**src/rtl/commit_monitor.sv**
```systemverilog
`default_nettype none
// ============================================================================
// Module   : commit_monitor
// Purpose  : Registers up to COMMIT_WIDTH retiring instructions per cycle,
//            detects the 0x6b good-trap opcode and keeps cycle/instr counters.
//            Optional watchdog enabled by defining COMMIT_WATCHDOG_EN.
// Revision : 1.0 - initial release
// ============================================================================
module commit_monitor #(
  parameter int XLEN         = 64,
  parameter int COMMIT_WIDTH = 2,
  parameter int TIMEOUT      = 4096
) (
  input  logic                         clock,
  input  logic                         reset,
  input  logic [COMMIT_WIDTH-1:0]      in_valid,
  input  logic [COMMIT_WIDTH*XLEN-1:0] in_pc,
  input  logic [COMMIT_WIDTH*32-1:0]   in_inst,
  input  logic [COMMIT_WIDTH-1:0]      in_wen,
  input  logic [COMMIT_WIDTH*5-1:0]    in_wdest,
  input  logic [COMMIT_WIDTH*XLEN-1:0] in_wdata,
  input  logic [XLEN-1:0]              in_a0,
  output logic [COMMIT_WIDTH-1:0]      cmt_valid,
  output logic [COMMIT_WIDTH*XLEN-1:0] cmt_pc,
  output logic [COMMIT_WIDTH*32-1:0]   cmt_inst,
  output logic [COMMIT_WIDTH*XLEN-1:0] cmt_wdata,
  output logic [COMMIT_WIDTH-1:0]      cmt_wen,
  output logic [COMMIT_WIDTH*8-1:0]    cmt_wdest,
  output logic                         trap,
  output logic [7:0]                   trap_code,
  output logic [XLEN-1:0]              trap_pc,
  output logic [63:0]                  cycle_cnt,
  output logic [63:0]                  instr_cnt,
  output logic                         timeout
);

  typedef enum logic [0:0] {
    c_run  = 1'b0,
    c_halt = 1'b1
  } state_t;

  state_t                      r_state;
  logic [COMMIT_WIDTH-1:0]      r_cmt_valid;
  logic [COMMIT_WIDTH-1:0]      r_cmt_wen;
  logic [COMMIT_WIDTH*XLEN-1:0] r_cmt_pc;
  logic [COMMIT_WIDTH*32-1:0]   r_cmt_inst;
  logic [COMMIT_WIDTH*XLEN-1:0] r_cmt_wdata;
  logic [COMMIT_WIDTH*8-1:0]    r_cmt_wdest;
  logic                         r_trap;
  logic [7:0]                   r_trap_code;
  logic [XLEN-1:0]              r_trap_pc;
  logic [63:0]                  r_cycle_cnt;
  logic [63:0]                  r_instr_cnt;

  logic [COMMIT_WIDTH-1:0]      w_eff_valid;
  logic [COMMIT_WIDTH-1:0]      w_wen;
  logic [COMMIT_WIDTH*8-1:0]    w_wdest;
  logic                         w_trap_hit;
  logic [XLEN-1:0]              w_trap_pc;
  logic [3:0]                   w_commit_cnt;
  logic [XLEN-1:0]              w_last_pc;

  // Upper a0 bits never reach an output; TIMEOUT is idle without the watchdog
  wire w_unused = &{1'b0, in_a0[XLEN-1:8], 32'(TIMEOUT)};

  // Walk oldest to youngest; everything after the first trap is squashed
  always_comb begin
    w_eff_valid  = '0;
    w_trap_hit   = 1'b0;
    w_trap_pc    = '0;
    w_commit_cnt = 4'd0;
    w_last_pc    = '0;
    for (int i = 0; i < COMMIT_WIDTH; i++) begin
      if (!w_trap_hit && in_valid[i]) begin
        w_eff_valid[i] = 1'b1;
        w_commit_cnt   = w_commit_cnt + 4'd1;
        w_last_pc      = in_pc[i*XLEN +: XLEN];
        if (in_inst[i*32 +: 7] == 7'h6b) begin
          w_trap_hit = 1'b1;
          w_trap_pc  = in_pc[i*XLEN +: XLEN];
        end
      end
    end
  end

  for (genvar gi = 0; gi < COMMIT_WIDTH; gi++) begin : g_chan
    assign w_wen[gi]            = in_wen[gi] & w_eff_valid[gi] & (in_wdest[gi*5 +: 5] != 5'd0);
    assign w_wdest[gi*8 +: 8]   = {3'b000, in_wdest[gi*5 +: 5]};
  end

`ifdef COMMIT_WATCHDOG_EN
  logic [31:0]     r_wd_cnt;
  logic            r_timeout;
  logic [XLEN-1:0] r_last_pc;
  logic            w_wd_expire;

  assign w_wd_expire = (w_commit_cnt == 4'd0) && (r_wd_cnt == 32'(TIMEOUT - 1));
  assign timeout     = r_timeout;
`else
  assign timeout     = 1'b0;
`endif

  always_ff @(posedge clock or negedge reset) begin
    if (!reset) begin
      r_state     <= c_run;
      r_cmt_valid <= '0;
      r_cmt_wen   <= '0;
      r_cmt_pc    <= '0;
      r_cmt_inst  <= '0;
      r_cmt_wdata <= '0;
      r_cmt_wdest <= '0;
      r_trap      <= 1'b0;
      r_trap_code <= 8'd0;
      r_trap_pc   <= '0;
      r_cycle_cnt <= 64'd0;
      r_instr_cnt <= 64'd0;
`ifdef COMMIT_WATCHDOG_EN
      r_wd_cnt    <= 32'd0;
      r_timeout   <= 1'b0;
      r_last_pc   <= '0;
`endif
    end else begin
      case (r_state)
        c_run: begin
          r_cmt_valid <= w_eff_valid;
          r_cmt_wen   <= w_wen;
          r_cmt_pc    <= in_pc;
          r_cmt_inst  <= in_inst;
          r_cmt_wdata <= in_wdata;
          r_cmt_wdest <= w_wdest;
          r_cycle_cnt <= r_cycle_cnt + 64'd1;
          r_instr_cnt <= r_instr_cnt + 64'(w_commit_cnt);
          if (w_trap_hit) begin
            r_trap      <= 1'b1;
            r_trap_code <= in_a0[7:0];
            r_trap_pc   <= w_trap_pc;
            r_state     <= c_halt;
          end
`ifdef COMMIT_WATCHDOG_EN
          else if (w_wd_expire) begin
            r_timeout   <= 1'b1;
            r_trap      <= 1'b1;
            r_trap_code <= 8'hFF;
            r_trap_pc   <= r_last_pc;
            r_state     <= c_halt;
          end
          if (w_commit_cnt != 4'd0) begin
            r_wd_cnt  <= 32'd0;
            r_last_pc <= w_last_pc;
          end else begin
            r_wd_cnt  <= r_wd_cnt + 32'd1;
          end
`endif
        end
        c_halt: begin
          r_cmt_valid <= '0;
          r_cmt_wen   <= '0;
        end
        default: r_state <= c_halt;
      endcase
    end
  end

  assign cmt_valid = r_cmt_valid;
  assign cmt_wen   = r_cmt_wen;
  assign cmt_pc    = r_cmt_pc;
  assign cmt_inst  = r_cmt_inst;
  assign cmt_wdata = r_cmt_wdata;
  assign cmt_wdest = r_cmt_wdest;
  assign trap      = r_trap;
  assign trap_code = r_trap_code;
  assign trap_pc   = r_trap_pc;
  assign cycle_cnt = r_cycle_cnt;
  assign instr_cnt = r_instr_cnt;

endmodule
`default_nettype wire
```
**config.mk**
```make
export PLATFORM = sky130hd
export DESIGN_NAME = commit_monitor
export DESIGN_NICKNAME = d
export VERILOG_FILES = /design/src/rtl/commit_monitor.sv
export SDC_FILE = /design/constraint.sdc
export NUM_CORES = 1
export LEC_CHECK = 0
export ABC_AREA = 1
export BUFFER_PORTS_ARGS = -buffer_cell sky130_fd_sc_hd__buf_2
export CAP_MARGIN = 15
export CORE_AREA = 2 2 365 367
export DETAILED_ROUTE_END_ITERATION = 10
export DIE_AREA = 0 0 367 369
export GPL_ROUTABILITY_DRIVEN = 1
export HOLD_SLACK_MARGIN = 0.1
export PLACE_DENSITY = 0.39
export SLEW_MARGIN = 20
export SYNTH_ARGS = -nofsm -noshare
export SYNTH_HDL_FRONTEND = slang
export SYNTH_SLANG_ARGS = --single-unit
```
**constraint.sdc**
```tcl
create_clock -name clock -period 3.9 [get_ports clock]
set_clock_uncertainty 0.05 [all_clocks]
set_input_delay 0.195 -clock clock [delete_from_list [all_inputs] [get_ports clock]]
set_output_delay 0.195 -clock clock [all_outputs]
set_load 0.01 [all_outputs]
```
Word level (Yosys, flattened, before mapping)
Cells that the tools add are included.

operators by class
  add/sub/neg operators = 3
  equal/unequal tests = 2
  mux-type cells = 16
  bitwise gates (word level) = 5
  reduce and logical (&&, ||, !) cells = 5

operator list
  kind                                                              count
  64-bit two-way mux                                                4
  64-bit by 1-bit adder with 64-bit output (second input constant)  1
  64-bit by 4-bit adder with 64-bit output                          1
  7-bit == test (second input constant)                             2
  5-bit nonzero test                                                2
  1-bit two-way mux                                                 9
  2-bit one-hot mux with 2 select lines                             2
  4-bit by 1-bit adder with 4-bit output (second input constant)    1
  1-bit AND                                                         4
  4-bit two-way mux                                                 1
  2-bit AND reduction                                               1
  1-bit logical AND                                                 1
  1-bit logical NOT                                                 1
  1-bit NOT                                                         1

storage, ports and cells
  register bits after elaboration = 536
  input bits = 400
  output and inout port bits = 542

Longest topological paths before layout
  depth in word-level cells = 9
  depth in mapped cells = 20
  depth with buffers taken out = 19

Worst setup path after synthesis
Ideal clock, no wire load.

  kind = input to register
  from = input in_inst[3]
  to = register r_instr_cnt[44], in the netlist instr_cnt[44]
  library setup time = 0.117 ns
  data arrival time = 2.461 ns
  data required time = 3.733 ns
  slack = 1.272 ns
  stages on the path = 20
  path buffers = 1
  path through = inv_1 > nor3_1 > nand2_1 > buf_2 > nand2_1 > inv_1 > ha_1 > ha_1 > inv_1 > fa_1 > inv_1 > nand2_2 > nor2_4 > nand2_2 > nor2_4 > nand2_2 > nor2_4 > nand3_1 > nand2_1 > nand2_1

between the ends
  word-level cells in the longest chain between the ends = 7

ends and longest elaborated chain
  element                                   RTL line  source
  start, declared                           18        input logic [COMMIT_WIDTH*32-1:0] in_inst,
  7-bit == test                             78        if (in_inst[i*32 +: 7] == 7'h6b) begin
  1-bit two-way mux                         78
  1-bit two-way mux                         74        if (!w_trap_hit && in_valid[i]) begin
  1-bit logical NOT                         74
  1-bit logical AND                         74
  4-bit two-way mux                         74
  64-bit by 4-bit adder with 64-bit output  132       r_instr_cnt <= r_instr_cnt + 64'(w_commit_cnt);
  end signal, assigned                      132
  end, declared                             53        logic [63:0] r_instr_cnt;

No other way between the ends.
A chain may end at the register's enable or synchronous reset.

Worst setup path after layout
  from = input in_inst[1]
  to = register r_instr_cnt[44], in the netlist instr_cnt[44]

Same word-level chain as after synthesis.

==> metrics.csv <==
stage,metric,value,unit
routing,wl_per_cell,18.5,um
hold_path,min_path_cells,3,
yosys,ys_seq_area_frac,0.561,
power,powerDensity,366,nW/um^2
cts,cts_tree,built,
global_routing,use_met1,0.195,
critical_path,required,4.38,ns
global_routing,met2_usage,0.268,
floorplanning,die_y,369,um
yosys,syn-cell-area,23900,um^2
hold_path,hold_end,cmt_wdest[2]$_DFFE_PN0N_,
critical_path,r2r_setup_slack,1.05,ns
floorplanning,die-width,367,um
yosys,synthMuxAreaShare,0,
yosys,ys_ff_latch,536,
global_routing,grt_max_degree,197,
global_routing,grt_antenna_before_repair,10,
floorplanning,start_util,0.182,
yosys,synth_area_leaders,"dfrtp_1 (56%), nand2_1 (17%), nor2_1 (5.7%)",
final_layout,most-common-layout-cells,"nand2_1 (1050), buf_2 (877), dfrtp_1 (535)",
power,switching_share,0.233,
final_layout,post-route-util,0.276,
run,max_cap_viol_count,0,
yosys,synth.top_cell.area_share,0.561,
critical_path,crit_buf_inv,5,
yosys,synth_top_area_cell,dfrtp_1,
yosys,synthArstFlopShare,1.00,
yosys,synth-compound-area-share,0.0460,
critical_path,crit_type,in -> reg,
global_routing,grt_overflow,0,
power,p_leak,17.8,nW
yosys,synth-edff-count,0,
sta,slew_headroom,0.352,
sta,maxSlewViolCount,0,
final_layout,drive_gt1_frac,0.259,
critical_path,crit_start,in_inst[1],
critical_path,cp_data_arrival_time,3.74,ns
yosys,synth.avg_cell_area,8.17,um^2
sta,tns,0,ns
final_layout,layout_commonest_cell,nand2_1,
power,max-vdd-ir-drop,0.000241,V
cts,cts.sinks,536,
cts,ctsHtreeMaxLevel,3,
yosys,postSynthCellCount,2927,
floorplanning,die-area,135000,um^2
yosys,yosysWarnings,0,
critical_path,endpoint_kind,flop,
final_layout,layout.nets,4548,
cts,clockBufferDepth,3,
cts,numCtsBuffers,72,
yosys,synth_simple_gate_area_frac,0.292,
power,switching_power,0.00308,W
sta,setup_violations,0,
run_status,status,completed,
critical_path,r2r-start,r_state$_DFF_PN0_,
placed_design,port_buffers,878,
sta,final_hold_viol_count,0,
placed_design,dp_hpwl,82.8,mm
routing,drc,0,
final_layout,area_delta_synth_final,51.5,%
cts,clock-root-buffer,clkbuf_16,
power,pwr-share-comb,0.053,
cts,clk_latency,0.65,ns
routing,firstDrtPassIters,7,
power,power.total,0.0132,W
sta,period_share,0.836,
yosys,synthXorXnorAreaFrac,0.0304,
yosys,synthDistinctLibCells,35,
sta,rsz0062_at_grt,false,
critical_path,crit_fanout,4,
critical_path,path_cells,"dlygate4sd3_1, buf_2, nand2_1, nor3_1, nand2_4, nand2_1, inv_1, ha_1, ha_1, inv_1, fa_1, inv_1, nand2_2, nor2_4, nand2_2, nor2_4, nand2_2, nor2_4, nand3_1, nand2_1, nand2_1",
global_routing,globalRouteMet3Util,0.0487,
routing,vias_per_cell,3.92,
global_routing,grt_pass1_vias,24300,
power,seq_power_share,0.420,
sta,period_needed,3.26,ns
routing,drt-initial-drc-count,1227,
placed_design,place.gp.congestion,0.833,
critical_path,reg2reg_to,cmt_wen[1]$_DFF_PN0_,
hold_path,min_path_type,in -> reg,
floorplanning,rows,133,
routing,drt_wl_total,110,mm
sta,fmax,307,MHz
routing,dr_total_vias,23400,
global_routing,grt_pass1_wl,162,mm
sta,tightest_slew,0.972,ns
floorplanning,coreArea,131000,um^2
critical_path,reg2reg_depth,6,
critical_path,slowest_stage,dlygate4sd3_1,
yosys,synthAdderAreaFrac,0.00293,
critical_path,crit_family,simple AND/OR/NAND/NOR gates,
floorplanning,ios,942,
yosys,synth_top_family_by_area,simple AND/OR/NAND/NOR gates,
cts,clk_pin_slew,0.06,ns
power,clockPowerShare,0.526,
critical_path,crit_path_max_incr_delay,0.52,ns
global_routing,gr-max-usage-layer,met2,
critical_path,startpoint_type,input port,
yosys,ys.flop_type,dfrtp_1,
global_routing,grt_use_total,0.160,
critical_path,cpMostUsedCell,nand2_1,
routing,postRouteAntennaNets,0,
power,intPower,0.0102,W
hold_path,worstHoldStart,in_wdest[2],
power groups by stage:
| stage | Combinational [W] | Sequential [W] | Clock, W |
|---|---|---|---|
| final | 0.000705 | 0.00556 | 0.00697 |
| after global placement | 0.000437 | 0.00566 | 0 |
| after detailed placement | 0.000438 | 0.00566 | 0 |
| after CTS | 0.000726 | 0.00556 | 0.00724 |
| after floorplan | 0.0000571 | 0.00566 | 0 |
| after global routing | 0.000779 | 0.00556 | 0.00745 |
Yosys cell counts (3+ instances only):
| library cell | n |
|---|---|
| buf_6 | 4 |
| nor3_2 | 3 |
| o21ai_0 | 145 |
| buf_1 | 5 |
| nand2_2 | 14 |
| nand4_1 | 41 |
| nand3b_1 | 18 |
| o21ai_1 | 6 |
| dfrtp_1 | 536 |
| xor2_1 | 38 |
| nor2_1 | 363 |
| inv_2 | 7 |
| ha_1 | 4 |
| nand3_1 | 70 |
| buf_4 | 7 |
| and2_1 | 4 |
| buf_2 | 77 |
| nand2_1 | 1051 |
| xnor2_1 | 45 |
| nor2_4 | 14 |
| nor2_2 | 21 |
| clkbuf_1 | 29 |
| a21oi_1 | 64 |
| nor3_1 | 90 |
| inv_1 | 261 |
metal layers:
layer	wire, um	up-vias
met4	3100	4
li1	-	11500
met2	53000	652
met3	7430	141
met5	24	-
met1	46600	11100
tightest hold or removal path, cell delays in order:
cell     delay, ns
buf_2         0.08
inv_1         0.23
o21ai_0       0.24
sequential cells by signal (all words and copies together), names as in the netlist:
register and flops:
cmt_wen 2, cmt_valid 2, cmt_pc 128, trap 1
cycle_cnt 64, trap_pc 64, r_state 1, cmt_wdest 10
instr_cnt 64, cmt_inst 64, trap_code 8, cmt_wdata 128
final cells by class:
cell class                      instances  area, um^2
Antenna cell                            5        12.5
Clock inverter                         24         380
Multi-Input combinational cell       2006        8910
Timing Repair Buffer                 1258        8220
Clock buffer                          101        2050
Tap cell                             1755        2200
Sequential cell                       536       13400
Fill cell                           14600       94900
Inverter                              269        1020
worst max-delay path by stage:
stage	to	depth (start not counted)
after global placement	instr_cnt[44]$_DFFE_PN0N_	20
final	instr_cnt[44]$_DFFE_PN0N_	21
after CTS	instr_cnt[44]$_DFFE_PN0N_	21
after global routing	instr_cnt[58]$_DFFE_PN0N_	17
after detailed placement	instr_cnt[44]$_DFFE_PN0N_	20
after floorplan	instr_cnt[44]$_DFFE_PN0N_	20
through the flow:
stage	cells	setup WS (ns)	area, um^2	hold WS, ns
after global placement	5479	0.576	30300	0.269
after global routing	5951	0.484	36200	0.139
after floorplan	2933	1.27	23900	-0.151
after CTS	5949	0.739	36200	0.110
final	5954	0.638	36200	0.0832
after detailed placement	5479	0.558	30300	0.264
repair_timing:
item | 4_1_cts | 5_1_grt
hold buffers | 345 | 0
gates resized for setup | 0 | 0
setup buffers | 0 | 0
endpoints found under the hold margin | 557 | 0
logic make-up after synthesis:
group / after synthesis
adder cells (fa/ha/maj): 5
flip-flops: 536
buffers and inverters: 391
XOR/XNOR: 83
AO/OA/AOI/OAI: 218
other: 1
AND/OR/NAND/NOR: 1693
Note: power is estimated with default switching activity, not from simulation.
